$ cat src/rtl/pwm_generator_pkg.sv
// Shared configuration for the PWM generator slice.
//   DEFAULT_N_BITS : default width of the duty word and of the period counter.
//                    The PWM period is 2**N_bits clock cycles.
package pwm_generator_pkg;

  localparam int DEFAULT_N_BITS = 8;

endpackage : pwm_generator_pkg

$ cat src/rtl/pwm_generator_if.sv
// Duty-in / PWM-out bundle of the PWM generator.
//   duty    : duty-cycle word, unsigned, 0 .. 2**N_bits-1 (driven by the sample path)
//   PWM_out : registered PWM output (driven by the generator)
// Modports:
//   master : the upstream duty source, which also observes PWM_out
//   slave  : the PWM generator
interface pwm_generator_if
  import pwm_generator_pkg::*;
#(
  parameter int N_bits = DEFAULT_N_BITS
);

  logic [N_bits-1:0] duty;
  logic              PWM_out;

  modport master (output duty, input  PWM_out);
  modport slave  (input  duty, output PWM_out);

endinterface : pwm_generator_if

$ cat src/rtl/pwm_counter.sv
// Free-running period counter of the PWM generator.
//   clk : system clock, counts on the rising edge
//   rst : asynchronous, active-low reset; forces cnt to 0 at once
//   cnt : current position within the PWM period, 0 .. 2**N_bits-1
// The counter wraps from all-ones to zero with no idle cycle, so every
// period is exactly 2**N_bits cycles long.
module pwm_counter
  import pwm_generator_pkg::*;
#(
  parameter int N_bits = DEFAULT_N_BITS
) (
  input  logic              clk,
  input  logic              rst,
  output logic [N_bits-1:0] cnt
);

  // NOTE: rst sits in the sensitivity list so the clear happens the moment
  // rst falls, without waiting for a clock edge.
  always_ff @(posedge clk or negedge rst) begin
    if (!rst) begin
      cnt <= '0;
    end else begin
      // NOTE: non-blocking assignment for every flop, so all registers sample
      // their inputs from the same (pre-edge) values.
      cnt <= cnt + N_bits'(1);   // natural modulo-2**N_bits wrap
    end
  end

endmodule : pwm_counter

$ cat src/rtl/pwm_generator.sv
// Single-channel pulse-width modulator.
//   clk : system clock; all state changes on the rising edge
//   rst : asynchronous, active-low reset; counter and PWM_out cleared at once
//   bus : pwm_generator_if.slave
//           duty    (in)  duty-cycle word, sampled every cycle
//           PWM_out (out) registered output, high for 'duty' of every
//                         2**N_bits cycles
// The comparison uses the counter value before its increment, so after reset
// release the k-th rising edge yields (k mod 2**N_bits) < duty. duty has no
// shadow register: a change is seen at the very next edge, even mid-period,
// so glitch-free periods rely on the source updating duty at cnt = 0.
// duty = 0 gives a constant low; 100 % duty is not reachable (all-ones duty
// still leaves one low cycle per period).
module pwm_generator
  import pwm_generator_pkg::*;
#(
  parameter int N_bits = DEFAULT_N_BITS
) (
  input  logic            clk,
  input  logic            rst,
  pwm_generator_if.slave  bus
);

  logic [N_bits-1:0] cnt;

  pwm_counter #(
    .N_bits (N_bits)
  ) u_counter (
    .clk (clk),
    .rst (rst),
    .cnt (cnt)
  );

  // Unsigned N_bits-wide compare against the live duty word.
  always_ff @(posedge clk or negedge rst) begin
    if (!rst) begin
      bus.PWM_out <= 1'b0;
    end else begin
      bus.PWM_out <= (cnt < bus.duty);
    end
  end

endmodule : pwm_generator

$ cat src/flat_wrapper.sv
// flat-port wrapper written by rule: the top's interface ports become plain ports
module pwm_generator_flat import pwm_generator_pkg::*;
#(
  parameter int N_bits = DEFAULT_N_BITS
)
  (clk, rst, bus_duty, bus_PWM_out);
  pwm_generator_if #(.N_bits(N_bits)) bus_i ();
  input  logic clk;
  input  logic rst;
  input wire logic [$bits(bus_i.duty)-1:0] bus_duty;
  output wire logic [$bits(bus_i.PWM_out)-1:0] bus_PWM_out;
  assign bus_i.duty = bus_duty;
  assign bus_PWM_out = bus_i.PWM_out;
  pwm_generator #(.N_bits(N_bits)) u_core (.clk(clk), .rst(rst), .bus(bus_i));
endmodule
$ cat config.mk
export PLATFORM = sky130hd
export DESIGN_NAME = pwm_generator_flat
export DESIGN_NICKNAME = d
export VERILOG_FILES = /design/src/rtl/pwm_generator_pkg.sv /design/src/rtl/pwm_generator_if.sv /design/src/rtl/pwm_counter.sv /design/src/rtl/pwm_generator.sv /design/src/flat_wrapper.sv
export SDC_FILE = /design/constraint.sdc
export NUM_CORES = 1
export LEC_CHECK = 0
export CORE_AREA = 10 10 47 49
export DETAILED_ROUTE_END_ITERATION = 10
export DIE_AREA = 0 0 57 59
export PLACE_DENSITY = 0.65
export RECOVER_POWER = 50
export SYNTH_ARGS = -nofsm -noshare
export SYNTH_HDL_FRONTEND = slang
export SYNTH_SLANG_ARGS = --single-unit
$ cat constraint.sdc
create_clock -name clk -period 1.3 [get_ports clk]
set_input_delay 0.13 -clock clk [delete_from_list [all_inputs] [get_ports clk]]
set_output_delay 0.13 -clock clk [all_outputs]
set_load 0.03 [all_outputs]
==> reports/summary.log, run 1 <==
qor: outcome.result_of_the_run complete, no violations
qor: place.numPortBuffers 10
qor: critical_path.critPathBufInv 0
qor: finish.insertedDiodeCount 0
qor: critical_path.path_cells ha_1, nand3_1, o211ai_1, a21oi_1
qor: yosys.post_synth_and_or_nand_nor_area_fraction 14.6%
qor: finish.layout.cells.most_common sky130_fd_sc_hd__dfrtp_1
qor: grt.grt_pass1_vias 377
qor: place.hpwl 766 um
qor: floorplan.io_pins 11
qor: cts.cts_sinks 9
qor: timing.achievable-frequency 856 MHz
qor: timing.crit_path_setup_slack_layout 0.132 ns
qor: yosys.sequential_to_total_area_share_from_yosys_stat 43.7%
qor: routing.avgRoutedWirePerCell 11.0 um
qor: pwr.internal_power 0.000430 W
qor: flow_run.max_cap_viol_count 0
qor: timing.slew_viol_final 0
qor: pwr.pwr-share-comb 10.6%
qor: timing.timing.final.crit_period 1.17 ns
qor: pwr.power.density 839 nW/um2
qor: cts.tritoncts built
qor: finish.layoutNonFillerInstCount 82
qor: timing.worst_clock_skew 0.00512 ns
qor: grt.grt.met1_usage 6.07%
qor: yosys.synth_top_area_share 43.7%
qor: place.finalWeightedCongestion 0.761
qor: floorplan.die_height 59 um
qor: critical_path.startpoint_type register
qor: critical_path.timing.critical_path.fanout_max 4
qor: yosys.yosys.area_share.adder 19.4%
qor: routing.postRouteAntennaNets 0
qor: cts.clk_root_buffer_cell sky130_fd_sc_hd__clkbuf_4
qor: routing.route.final.wire_length 898 um
qor: timing.timing.final.hold_violations 0
qor: pwr.vdd_drop_max 0.501 mV
qor: finish.most-common-layout-cells 9 x sky130_fd_sc_hd__dfrtp_1, 8 x sky130_fd_sc_hd__inv_1, 8 x sky130_fd_sc_hd__ha_1, 8 x sky130_fd_sc_hd__clkdlybuf4s50_1
qor: critical_path.slowest_stage sky130_fd_sc_hd__dfrtp_1
qor: pwr.power.leakage 0.335 nW
qor: critical_path.criticalPathCategory reg2reg
qor: routing.route.detailed.drc 0
qor: routing.drtPass1Iterations 2
qor: yosys.post_synthesis_area_per_instance 10.1 um2
qor: yosys.post_synth_num_cell_types 15
qor: grt.gr-total-overflow 0
qor: hold_path.hold_class in2async
qor: timing.timing.max_slew.rel_slack 73.5%
qor: grt.grt_start_max_net_pins 10
qor: grt.grt_most_used_layer met2
qor: yosys.synth-warning-count 0
qor: cts.post_cts_hold_buffer_count 0
qor: yosys.synth_compound_area_share 6.31%
qor: timing.tightestPinTransition 0.396 ns
qor: pwr.switchingPower 0.000132 W
qor: finish.syn_to_final_growth 29.9%
qor: cts.cts_setup_buffers 0
qor: yosys.syn-instance-count 51
qor: cts.clk_path_buf_depth 2
qor: floorplan.fp-row-count 14
qor: floorplan.die_area 3360 um2
qor: yosys.mappedNetlistNets 69
qor: yosys.yosys_register_bits 9
qor: place.post_dp_cell_area 643 um2
qor: pwr.pwr-share-clk 39.2%
qor: timing.rsz_0062_raised_after_global_routing false
qor: yosys.yosys.area_share.xor_xnor 10.2%
qor: yosys.synth.largest_area_cell sky130_fd_sc_hd__dfrtp_1
qor: timing.min_period_over_period 89.9%
qor: cts.cts_buffers 3
qor: floorplan.initial_core_util 36.8%
qor: place.placed_insts 78
qor: yosys.dominant_combinational_cell_family_by_area_after_synthesis adder cells
qor: cts.clk-insertion-delay-late 0.27 ns
qor: critical_path.type_of_destination_of_the_critical_path register
qor: yosys.synthMuxAreaShare 0%
qor: timing.setup-violations-final 0
qor: pwr.power_frac_seq 50.2%
qor: grt.global_route.usage.met3 2.79%
qor: finish.proportion_of_layout_cells_with_a_drive_suffix_above_1 10.6%
qor: critical_path.worst_path_dominant_cell_family flip-flops
qor: yosys.synth_area_leaders sky130_fd_sc_hd__dfrtp_1 44%, sky130_fd_sc_hd__ha_1 19%, sky130_fd_sc_hd__inv_1 5.8%
qor: critical_path.arrival 1.32 ns
qor: critical_path.timing.critical_path.slowest_cell_delay 0.43 ns
qor: routing.drt-vias-per-instance 4.46
qor: routing.vias_post_dr 366
qor: grt.gr-usage-all-layers 6.01%
qor: pwr.power_switching_share 23.4%
qor: cts.clk_pin_slew_worst_paths 0.07 ns
qor: routing.drt-initial-drc-count 2
qor: finish.final_design_area_no_fill 669 um2
qor: grt.initial_antenna_violation_count 0
qor: floorplan.die-width 57 um
qor: yosys.synth.cell_area 515 um2
qor: cts.clock_tree.htree_level_count 1
qor: floorplan.design.core.area 1400 um2
qor: place.dpl_worst_slack -0.0985 ns
qor: critical_path.critPathRequiredTime 1.45 ns
qor: grt.grt_pass1_wl 1550 um
qor: grt.grt_use_met2 8.84%
qor: finish.fin_nets 85
-- kinds of logic (layout without fill, tap and decap cells) --
kind of cell,count (synthesis),count (layout)
and+or+nand+nor,14,14
DFF,9,9
adders and majority gates,8,8
buffers and inverters,8,23
AOI/OAI and AO/OA,6,6
xor gates and xnor gates,6,6
-- area by class of cell --
type | count | area (um2)
clock buffers | 3 | 22.5
clock inverters | 1 | 5.00
multi-input cells | 34 | 260
flip-flops and latches | 9 | 225
fillers | 144 | 732
well taps | 16 | 20.0
inverters | 8 | 30.0
repair buffers | 11 | 106
-- sequential cells by signal, indices dropped and copies added, names as in the netlist --
signal                count
u_core.bus.PWM_out        1
u_core.u_counter.cnt      8
-- metrics by stage --
step	utilization (%)	hold slack [ns]	power (W)	TNS, ns
6_report	47.8	0.219	0.000562	0
5_1_grt	47.8	0.233	0.000588	0
4_1_cts	47.8	0.161	0.000575	0
3_5_place_dp	45.9	0.448	0.000350	-0.0985
3_3_place_gp	45.9	0.460	0.000349	-0.0778
2_1_floorplan	-	-0.166	0.000311	0
-- per-layer routing --
layer	part of all wire, %	vias up
li1	-	197
met1	42	158
met2	47	7
met3	8.0	4
met4	2.1	0
met5	0	-
-- cell usage after synthesis --
| master | n |
|---|---|
| sky130_fd_sc_hd__dfrtp_1 | 9 |
| sky130_fd_sc_hd__ha_1 | 8 |
| sky130_fd_sc_hd__inv_1 | 8 |
| sky130_fd_sc_hd__a21oi_1 | 4 |
| sky130_fd_sc_hd__nand2_1 | 4 |
| sky130_fd_sc_hd__nand3_1 | 4 |
| sky130_fd_sc_hd__xnor2_1 | 3 |
| sky130_fd_sc_hd__xor2_1 | 3 |
| sky130_fd_sc_hd__nor2_1 | 2 |
| sky130_fd_sc_hd__and3_1 | 1 |
| sky130_fd_sc_hd__nand3_2 | 1 |
| sky130_fd_sc_hd__nor2b_1 | 1 |
| sky130_fd_sc_hd__nor3_2 | 1 |
| sky130_fd_sc_hd__o211ai_1 | 1 |
| sky130_fd_sc_hd__o21ai_0 | 1 |
-- final timing paths --
| kind | from | endpoint | slack (ns) | depth (start not counted) |
|---|---|---|---|---|
| max | u_core.u_counter.cnt[5] | u_core.bus.PWM_out | 0.13 | 4 |
| min | rst | u_core.u_counter.cnt[2] | 0.22 | 1 |
| max reg2reg | u_core.u_counter.cnt[5] | u_core.bus.PWM_out | 0.13 | 4 |
| min reg2reg | u_core.u_counter.cnt[7] | u_core.u_counter.cnt[7] | 0.47 | 1 |
| max in group asynchronous | rst | u_core.u_counter.cnt[3] | 0.80 | 1 |
| min in group clk | u_core.u_counter.cnt[7] | u_core.u_counter.cnt[7] | 0.47 | 1 |
-- power groups by stage --
stage / combinational (W) / clock [W] / sequential, W
after floorplan: 0.0000192 / 0 / 0.000292
after global placement: 0.0000619 / 0 / 0.000288
after detailed placement: 0.0000626 / 0 / 0.000288
after CTS: 0.0000617 / 0.000231 / 0.000282
after global routing: 0.0000669 / 0.000239 / 0.000282
final: 0.0000594 / 0.000220 / 0.000282
-- timing repair --
item                                    4_1_cts  5_1_grt
resized for setup                             1        0
endpoints found under the setup margin        1        0
hold endpoints to repair                      0        0
Power figures use the tool's default switching activity.
==> inputs of run 2 (changes only) <==
- ABC_AREA: unset -> 1
==> run 2 against run 1 <==
Global-route usage grew 0.36 points. Sequential cell count unchanged. Clock-buffer cell count is 1 higher.
==> reports/summary.log, run 2 <==
qor: outcome.result_of_the_run complete, no violations
qor: yosys.yosys_register_bits 9
qor: floorplan.initial_core_util 37.2%
qor: critical_path.arrival 1.35 ns
qor: timing.worst_clock_skew 0.00231 ns
qor: place.hpwl 736 um
qor: routing.avgRoutedWirePerCell 10.5 um
qor: place.numPortBuffers 10
qor: cts.clock_tree.htree_level_count 1
qor: cts.clk_root_buffer_cell sky130_fd_sc_hd__clkbuf_4
qor: pwr.report.power.total 0.000562 W
qor: yosys.synth_ff_type sky130_fd_sc_hd__dfrtp_1
qor: finish.fillCellCount 145
qor: yosys.post_synthesis_area_per_instance 9.66 um2
qor: yosys.mappedNetlistNets 72
qor: timing.crit_path_setup_slack_layout 0.138 ns
qor: yosys.synth.largest_area_cell sky130_fd_sc_hd__dfrtp_1
qor: pwr.vdd_drop_max 0.517 mV
qor: hold_path.hold_class in2async
qor: pwr.power.leakage 0.353 nW
qor: grt.gr-total-overflow 0
qor: cts.clk_pin_slew_worst_paths 0.06 ns
qor: grt.grt_pass1_vias 405
qor: yosys.synth_area_leaders sky130_fd_sc_hd__dfrtp_1 43%, sky130_fd_sc_hd__ha_1 19%, sky130_fd_sc_hd__inv_1 7.2%
qor: timing.rsz_0062_raised_after_global_routing false
qor: floorplan.design.core.area 1400 um2
qor: yosys.netlist_top_cells_count 10 x sky130_fd_sc_hd__inv_1, 10 x sky130_fd_sc_hd__nand2_1, 9 x sky130_fd_sc_hd__dfrtp_1
qor: finish.proportion_of_layout_cells_with_a_drive_suffix_above_1 8.82%
qor: timing.timing.max_slew.rel_slack 72.8%
qor: cts.clk_path_buf_depth 2
qor: place.finalWeightedCongestion 0.755
qor: critical_path.criticalPathCategory reg2reg
qor: place.placed_insts 80
qor: finish.syn_to_final_growth 27.8%
qor: timing.tightestPinTransition 0.407 ns
qor: flow_run.max_cap_viol_count 0
qor: floorplan.fp-row-count 14
qor: timing.slew_viol_final 0
qor: place.dpl_worst_slack -0.0638 ns
qor: floorplan.die-width 57 um
qor: finish.layoutNonFillerInstCount 84
qor: cts.cts_sinks 9
qor: finish.largest_register_ffs 8
qor: floorplan.io_pins 11
qor: floorplan.die_area 3360 um2
qor: critical_path.timing.critical_path.slowest_cell_delay 0.44 ns
qor: cts.clk-insertion-delay-late 0.26 ns
qor: finish.most-common-layout-cells 10 x sky130_fd_sc_hd__inv_1, 10 x sky130_fd_sc_hd__nand2_1, 9 x sky130_fd_sc_hd__dfrtp_1
qor: timing.setup-violations-final 0
qor: yosys.syn-instance-count 54
qor: routing.drt-vias-per-instance 4.43
qor: routing.drtPass1Iterations 2
qor: timing.min_period_over_period 89.4%
qor: yosys.post_synth_num_cell_types 12
qor: critical_path.path_cells ha_1, a21oi_1, o21ai_0, a21oi_1
qor: cts.tritoncts built
qor: critical_path.type_of_destination_of_the_critical_path register
qor: timing.timing.hold.ws 0.226 ns
qor: timing.achievable-frequency 861 MHz
qor: cts.post_cts_hold_buffer_count 0
qor: grt.grt_pass1_wl 1690 um
qor: critical_path.startpoint_type register
qor: grt.grt_start_max_net_pins 10
qor: yosys.sequential_to_total_area_share_from_yosys_stat 43.2%
qor: critical_path.critical-path-top-cell-by-count sky130_fd_sc_hd__a21oi_1
qor: routing.route.detailed.drc 0
qor: critical_path.timing.critical_path.fanout_max 4
qor: finish.largest-register u_core.u_counter.cnt
qor: yosys.synth.cell_area 522 um2
qor: yosys.synth-warning-count 0
qor: grt.gr-usage-all-layers 6.37%
qor: finish.biggestRegsByFlops u_core.u_counter.cnt: 8 flops, u_core.bus.PWM_out: 1 flops
qor: routing.vias_post_dr 372
qor: grt.initial_antenna_violation_count 0
qor: timing.timing.final.crit_period 1.16 ns
qor: critical_path.critPathRequiredTime 1.49 ns
qor: floorplan.die_height 59 um
qor: cts.gates_resized_cts_repair 1
qor: yosys.synth_top_area_share 43.2%
qor: routing.postRouteAntennaNets 0
qor: cts.cts_setup_buffers 0
qor: yosys.synthArstFlopShare 100%
qor: critical_path.slowest_stage sky130_fd_sc_hd__dfrtp_1
qor: cts.cts_buffers 3
qor: finish.insertedDiodeCount 0
qor: routing.drt-initial-drc-count 1
qor: yosys.synth_edf_count 0
qor: finish.fin_nets 87
qor: timing.timing.final.hold_violations 0
qor: routing.route.final.wire_length 882 um
qor: pwr.power.density 842 nW/um2
run 2: final cells by class:
type / count / area, um2 / area share (%)
inverter: 10 / 37.5 / 5.63
sequential: 9 / 225 / 33.8
tap: 16 / 20.0 / 3.00
timing repair buffer: 10 / 98.8 / 14.8
multi-input combinational: 35 / 259 / 38.8
clock buffer: 4 / 26.3 / 3.94
run 2: worst max-delay path, delay by kind of cell, from the launching register on:
family	cells	cell delay (ns)
AOI/OAI and AO/OA	3	0.34
DFF	1	0.44
adders and majority gates	1	0.31
run 2: power by group:
part,total [W],internal (W),switching (W)
logic,0.0000582,0.0000338,0.0000244
registers,0.000282,0.000282,0.000000293
clock network,0.000222,0.000119,0.000103
total,0.000562,0.000434,0.000128
run 2: per-stage QoR:
stage               TNS, ns  instance area (um2)  utilization [%]
global placement    -0.0202                  642             45.8
global route              0                  667             47.6
finish                    0                  667             47.6
detailed placement  -0.0638                  642             45.8
CTS                       0                  667             47.6
floorplan                 0                  522                -
run 2: routing by layer:
metal	part of all wire, %	track usage (%)
met5	0	0
met1	48	6.96
met2	43	9.30
met3	6.2	3.00
met4	2.2	5.03
run 2: logic make-up (layout without fill, tap and decap cells):
logic type	after synthesis	in the layout	synth area share, %
xor gates and xnor gates	6	6	10.1
buffers and inverters	10	24	7.20
adders and majority gates	8	8	19.2
and+or+nand+nor	16	16	15.6
DFF	9	9	43.2
AOI/OAI and AO/OA	5	5	4.80
run 2: worst paths after layout:
kind	depth (start not counted)	slack (ns)	end	startpoint
max reg2reg	4	0.14	u_core.bus.PWM_out	u_core.u_counter.cnt[5]
max in group asynchronous	1	0.79	u_core.bus.PWM_out	rst
max	4	0.14	u_core.bus.PWM_out	u_core.u_counter.cnt[5]
min	1	0.23	u_core.u_counter.cnt[5]	rst
min reg2reg	1	0.49	u_core.u_counter.cnt[0]	u_core.u_counter.cnt[0]
min in group clk	1	0.49	u_core.u_counter.cnt[0]	u_core.u_counter.cnt[0]
==> inputs of run 3 (changes only) <==
- CELL_PAD_IN_SITES_DETAIL_PLACEMENT: unset -> 1
- CELL_PAD_IN_SITES_GLOBAL_PLACEMENT: unset -> 1
- CORE_AREA: 10 10 47 49 -> unset
- CORE_MARGIN: unset -> 10
- CORE_UTILIZATION: unset -> 35
- DIE_AREA: 0 0 57 59 -> unset
- PLACE_DENSITY: 0.65 -> 0.74
==> run 3 against run 2 <==
Register-to-register slack gained 0.03 ns. Combinational power rose by 1%. Setup slack better by 0.033 ns. Global-route usage up 0.81 points. Sequential cell count unchanged. Critical path depth did not move. Fmax rose by 2.9%. Worst hold slack got worse by 0.0013 ns. Clock skew is 0.0063 ns higher. Cell area grew 0.94%.
==> reports/summary.log, run 3 (synthesis results as in run 2) <==
qor: place.placed_insts 80
qor: routing.drtPass1Iterations 3
qor: finish.finalCoreUtilization 49.9%
qor: floorplan.io_pins 11
qor: cts.clock_tree.htree_level_count 1
qor: grt.gr-total-overflow 0
qor: routing.drt-initial-drc-count 1
qor: timing.crit_path_setup_slack_layout 0.171 ns
qor: finish.largest_register_ffs 8
qor: routing.drt-vias-per-instance 4.69
qor: timing.setup-violations-final 0
qor: pwr.pwr-share-clk 38.2%
qor: timing.worst_clock_skew 0.00857 ns
qor: place.dpl_worst_slack -0.0716 ns
qor: cts.cts_setup_buffers 0
qor: critical_path.critPathRequiredTime 1.49 ns
qor: grt.grt_pass1_wl 1900 um
qor: critical_path.criticalPathCategory reg2reg
qor: finish.biggestRegsByFlops u_core.u_counter.cnt: 8 flops, u_core.bus.PWM_out: 1 flops
qor: timing.slew_viol_final 0
qor: cts.cts_buffers 3
qor: pwr.power.leakage 0.357 nW
qor: grt.grt_start_max_net_pins 10
qor: finish.multiInputGateArea 259 um2
qor: grt.grt_pass1_vias 462
qor: critical_path.r2r_start u_core.u_counter.cnt[3]
qor: pwr.switchingPower 0.000118 W
qor: floorplan.fp-row-count 13
qor: routing.route.detailed.drc 0
qor: critical_path.startpoint_type register
qor: floorplan.design.core.area 1350 um2
qor: pwr.power_frac_seq 51.1%
qor: floorplan.initial_core_util 38.6%
qor: timing.timing.max_slew.rel_slack 73.5%
qor: place.finalWeightedCongestion 0.737
qor: finish.most-common-layout-cells 10 x sky130_fd_sc_hd__inv_1, 10 x sky130_fd_sc_hd__nand2_1, 9 x sky130_fd_sc_hd__dfrtp_1
qor: floorplan.die_area 3440 um2
qor: timing.min_period_over_period 86.8%
qor: finish.layoutNonFillerInstCount 84
qor: cts.clk_path_buf_depth 2
qor: place.numPortBuffers 10
qor: pwr.power_switching_share 21.4%
qor: finish.fin_nets 88
qor: pwr.vdd_drop_max 0.608 mV
qor: routing.postRouteAntennaNets 0
qor: critical_path.reg2regPathDepth 4
qor: finish.proportion_of_layout_cells_with_a_drive_suffix_above_1 10.1%
qor: outcome.result_of_the_run complete, no violations
qor: routing.vias_post_dr 394
qor: finish.final_design_area_no_fill 673 um2
qor: cts.clk_pin_slew_worst_paths 0.06 ns
qor: routing.avgRoutedWirePerCell 12.1 um
qor: finish.syn_to_final_growth 29.0%
qor: grt.initial_antenna_violation_count 0
qor: critical_path.endpoint u_core.bus.PWM_out
qor: critical_path.timing.critical_path.fanout_max 4
qor: cts.clk-insertion-delay-late 0.26 ns
qor: critical_path.regToRegSetupSlack 0.17 ns
qor: timing.timing.final.crit_period 1.13 ns
qor: critical_path.r2r_end u_core.bus.PWM_out
qor: finish.insertedDiodeCount 0
qor: grt.gr-usage-all-layers 7.18%
qor: hold_path.hold_class in2async
qor: timing.tightestPinTransition 0.396 ns
qor: place.hpwl 898 um
qor: cts.post_cts_hold_buffer_count 0
qor: routing.route.final.wire_length 1020 um
qor: flow_run.max_cap_viol_count 0
qor: finish.seq_cell_area 225 um2
qor: timing.rsz_0062_raised_after_global_routing false
qor: critical_path.timing.critical_path.from u_core.u_counter.cnt[3]
qor: cts.cts_sinks 9
qor: floorplan.die_height 58.6 um
qor: pwr.pwr-share-comb 10.7%
qor: finish.fillCellCount 165
qor: critical_path.type_of_destination_of_the_critical_path register
qor: finish.largest-register u_core.u_counter.cnt
qor: timing.achievable-frequency 886 MHz
qor: critical_path.arrival 1.32 ns
qor: pwr.internal_power 0.000434 W
qor: floorplan.die-width 58.6 um
qor: pwr.power.density 820 nW/um2
qor: cts.tritoncts built
qor: cts.clk_root_buffer_cell sky130_fd_sc_hd__clkbuf_4
qor: place.post_dp_cell_area 648 um2
qor: timing.timing.final.hold_violations 0
run 3: cell types whose count changed in the layout (fill, tap and decap cells not counted), sizes merged:
cell,change
buf,+1
run 3: power groups by stage:
| stage | sequential [W] | clock [W] | combinational [W] |
|---|---|---|---|
| after floorplan | 0.000291 | 0 | 0.0000189 |
| after CTS | 0.000282 | 0.000224 | 0.0000612 |
| final | 0.000282 | 0.000211 | 0.0000589 |
| after global routing | 0.000282 | 0.000253 | 0.0000652 |
| after detailed placement | 0.000287 | 0 | 0.0000619 |
| after global placement | 0.000287 | 0 | 0.0000596 |
run 3: layer usage:
| layer | up-vias | routed length (um) | track usage, % |
|---|---|---|---|
| met5 | - | 0 | 0 |
| met4 | 0 | 14 | 3.61 |
| met3 | 2 | 76 | 4.94 |
| met2 | 10 | 490 | 11.5 |
| met1 | 182 | 436 | 6.85 |
| li1 | 200 | - | - |
run 3: critical path: stages (launching register included):
cell and delay [ns]:
sky130_fd_sc_hd__dfrtp_1 0.43, sky130_fd_sc_hd__ha_1 0.32, sky130_fd_sc_hd__a21oi_1 0.15, sky130_fd_sc_hd__nand2_1 0.07, sky130_fd_sc_hd__a21oi_1 0.11
run 3: worst min path at each step:
stage / startpoint / slack [ns] / depth (start not counted) / endpoint
2_1_floorplan: rst / -0.17 / 0 / u_core.bus.PWM_out
3_3_place_gp: rst / 0.45 / 1 / u_core.u_counter.cnt[3]
3_5_place_dp: rst / 0.45 / 1 / u_core.u_counter.cnt[5]
4_1_cts: rst / 0.16 / 1 / u_core.u_counter.cnt[7]
5_1_grt: rst / 0.22 / 1 / u_core.u_counter.cnt[7]
6_report: rst / 0.23 / 1 / u_core.u_counter.cnt[7]
run 3: what timing repair did:
item	4_1_cts	5_1_grt
setup endpoints to repair	1	0
gates resized for setup	1	0
hold endpoints to repair	0	0
run 3: layout make-up:
cell class | instances | share of cell area (%)
well taps | 15 | 2.79
inverters | 10 | 5.58
repair buffers | 11 | 15.8
clock buffers | 4 | 3.90
multi-input cells | 35 | 38.5
flip-flops and latches | 9 | 33.5
run 3: through the flow:
stage	hold slack, ns	setup TNS [ns]	total power [W]
after floorplan	-0.166	0	0.000309
after detailed placement	0.451	-0.0716	0.000349
after global routing	0.225	0	0.000600
final	0.225	0	0.000552
after global placement	0.448	-0.0642	0.000347
after CTS	0.163	0	0.000567
==> patch: new RTL, flow settings as in run 2 <==
`DEFAULT_N_BITS`: 8 -> 9.
--- a/src/rtl/pwm_generator_pkg.sv
+++ b/src/rtl/pwm_generator_pkg.sv
@@ -3,7 +3,7 @@
 //                    The PWM period is 2**N_bits clock cycles.
 package pwm_generator_pkg;
 
-  localparam int DEFAULT_N_BITS = 8;
+  localparam int DEFAULT_N_BITS = 9;
 
 endpackage : pwm_generator_pkg
 
Ports: changed (resized bus_duty); port bits go from 11 to 12. The function was not compared with the original's and may differ.
==> patch against run 2 <==
  * Power rose by 19%
  * Sequential cell count up 1
  * Hold slack gained 0.020 ns
  * Worst setup slack lost 0.040 ns
  * Combinational power rose by 17%
  * Area after synthesis rose by 25%
  * Sequential share of layout area is 4.6 points lower
  * Critical endpoint unchanged
  * Final area up 29%
  * Routed wire length grew 39%
==> patch: results (changes against run 2) <==
- Main synth FF type: dfrtp_1
- Slew @ Worst Pin: 0.476 ns (+0.0689 ns)
- Top flop regs: u_core.u_counter.cnt (9), u_core.bus.PWM_out (1)
- XOR/XNOR share of the synthesized area: 5.38% (-4.7 points)
- Post-synthesis mux area share: 0% (unchanged)
- Mapped Nets: 103 (+43%)
- Clk Latency, worst-skew pair: 0.27 ns
- Outcome: complete, no violations
- Synth Area in Adders: 17.3% (-1.9 points)
- Final HPWL DP: 1020 um (+39%)
- Cts bufs inserted: 3 (unchanged)
- Critical path peak fanout: 4 (unchanged)
- First-pass GRT wire length: 2120 um (+25%)
- Crit path max-delay family: flip-flops
- Maximum vdd drop: 537 uV (+3.8%)
- Area after DPL: 781 sq um (+22%)
- Beginning of the critical path: u_core.u_counter.cnt[7]
- Largest net degree at the start of global routing: 11 (+1)
- Worst clock skew: 0.00169 ns (-0.000622 ns)
- IO buf count: 11 (+1)
- Slowest stage delay, CP: 0.42 ns (-0.02 ns)
- Netlist cell types: 13 (+1)
- GRT Util Overall: 7.95% (+1.6 points)
- Filler cells: 135 (-6.9%)
- R2R cell count: 6 (+2)
- Cell leakage power: 0.459 nW (+30%)
- Synth area leaders: dfrtp_1 (38%), ha_1 (17%), inv_1 (12%), nand2_1 (12%), xor2_1 (5.4%)
- Gpl congestion: 0.742 (-1.7%)
- Vias in the first global route: 539 (+33%)
- Clk Tree Root Cell: clkbuf_4
- Synth Area in Compound Gates: 3.08% (-1.7 points)
- TritonRoute pass-1 iters: 2 (unchanged)
- Clk buf depth: 2 (unchanged)
- Final WL: 1230 um (+39%)
- Via density: 4.52 (+2.1%)
- Nets: 122 (+40%)
- Critical path data arrival time: 1.37 ns (+0.02 ns)
- Syn. warnings: 0 (unchanged)
- Int Power: 0.521 mW (+20%)
- Number of H-tree levels: 1 (unchanged)
- Syn avg cell area: 7.84 sq um (-19%)
- Vias post-DR: 529 (+42%)
- Seq/Total Area, Yosys: 38.5% (-4.7 points)
- Grt met2 use: 12.4% (+3.1 points)
- Diodes inserted: 0 (unchanged)
- Hold WC Path Type: primary input to async pin
- Initial drt markers: 4 (+3)
- Commonest cells in the netlist: inv_1 (21), nand2_1 (20), dfrtp_1 (10)
- Met3 GRT Util: 3.22% (+0.21 points)
- Share of layout cells above drive strength 1: 14.9% (+6.0 points)
- Placed insts: 110 (+38%)
- Grt met1 use: 8.81% (+1.9 points)
- Initial antenna violation count: 0 (unchanged)
==> patch: changes by cell type in the layout (fill, tap and decap cells not counted), sizes merged, moves of 3 or more <==
cell	before	now
buf	0	3
inv	10	21
nand2	10	22
nor2	3	9
xnor2	3	0
==> patch: worst paths after layout <==
path	slack, ns	endpoint
setup / recovery	0.1	u_core.bus.PWM_out
hold / removal	0.25	u_core.u_counter.cnt[5]
setup reg to reg	0.1	u_core.bus.PWM_out
hold reg to reg	0.46	u_core.u_counter.cnt[0]
max in group asynchronous	0.73	u_core.u_counter.cnt[0]
min in group clk	0.46	u_core.u_counter.cnt[0]
==> patch: layout make-up <==
class / count / area, sq um / area share, %
multi-input combinational: 52 / 340 / 39.7
sequential: 10 / 250 / 29.2
timing repair buffer: 14 / 131 / 15.3
inverter: 21 / 78.8 / 9.20
clock buffer: 4 / 36.3 / 4.23
tap: 16 / 20.0 / 2.34
==> patch: power groups by stage <==
stage,logic (mW),registers [mW],clock network (mW)
after floorplan,0.0220,0.321,0
after global placement,0.0659,0.319,0
after detailed placement,0.0682,0.319,0
after CTS,0.0675,0.312,0.295
after global routing,0.0778,0.312,0.309
final,0.0683,0.312,0.286
==> patch: routing by layer <==
layer	vias up	wire length (um)
met5	-	0
met4	0	32
met3	4	78
met2	8	582
met1	236	532
li1	281	-
==> patch: what timing repair did <==
item | in CTS | in global routing
setup endpoints to repair | 1 | 1
endpoints found under the hold margin | 0 | 0
hold buffers | 0 | 0
gates resized for setup | 1 | 3
pin swaps | 0 | 1
buffers inserted | 0 | 3
gates cloned | 0 | 0
==> patch: stage by stage <==
stage	hold WS, ns	worst slack, ns
after floorplan	-0.166	0.156
after global placement	0.455	-0.115
after detailed placement	0.464	-0.174
after CTS	0.196	0.0523
after global routing	0.272	0.00490
final	0.246	0.0980
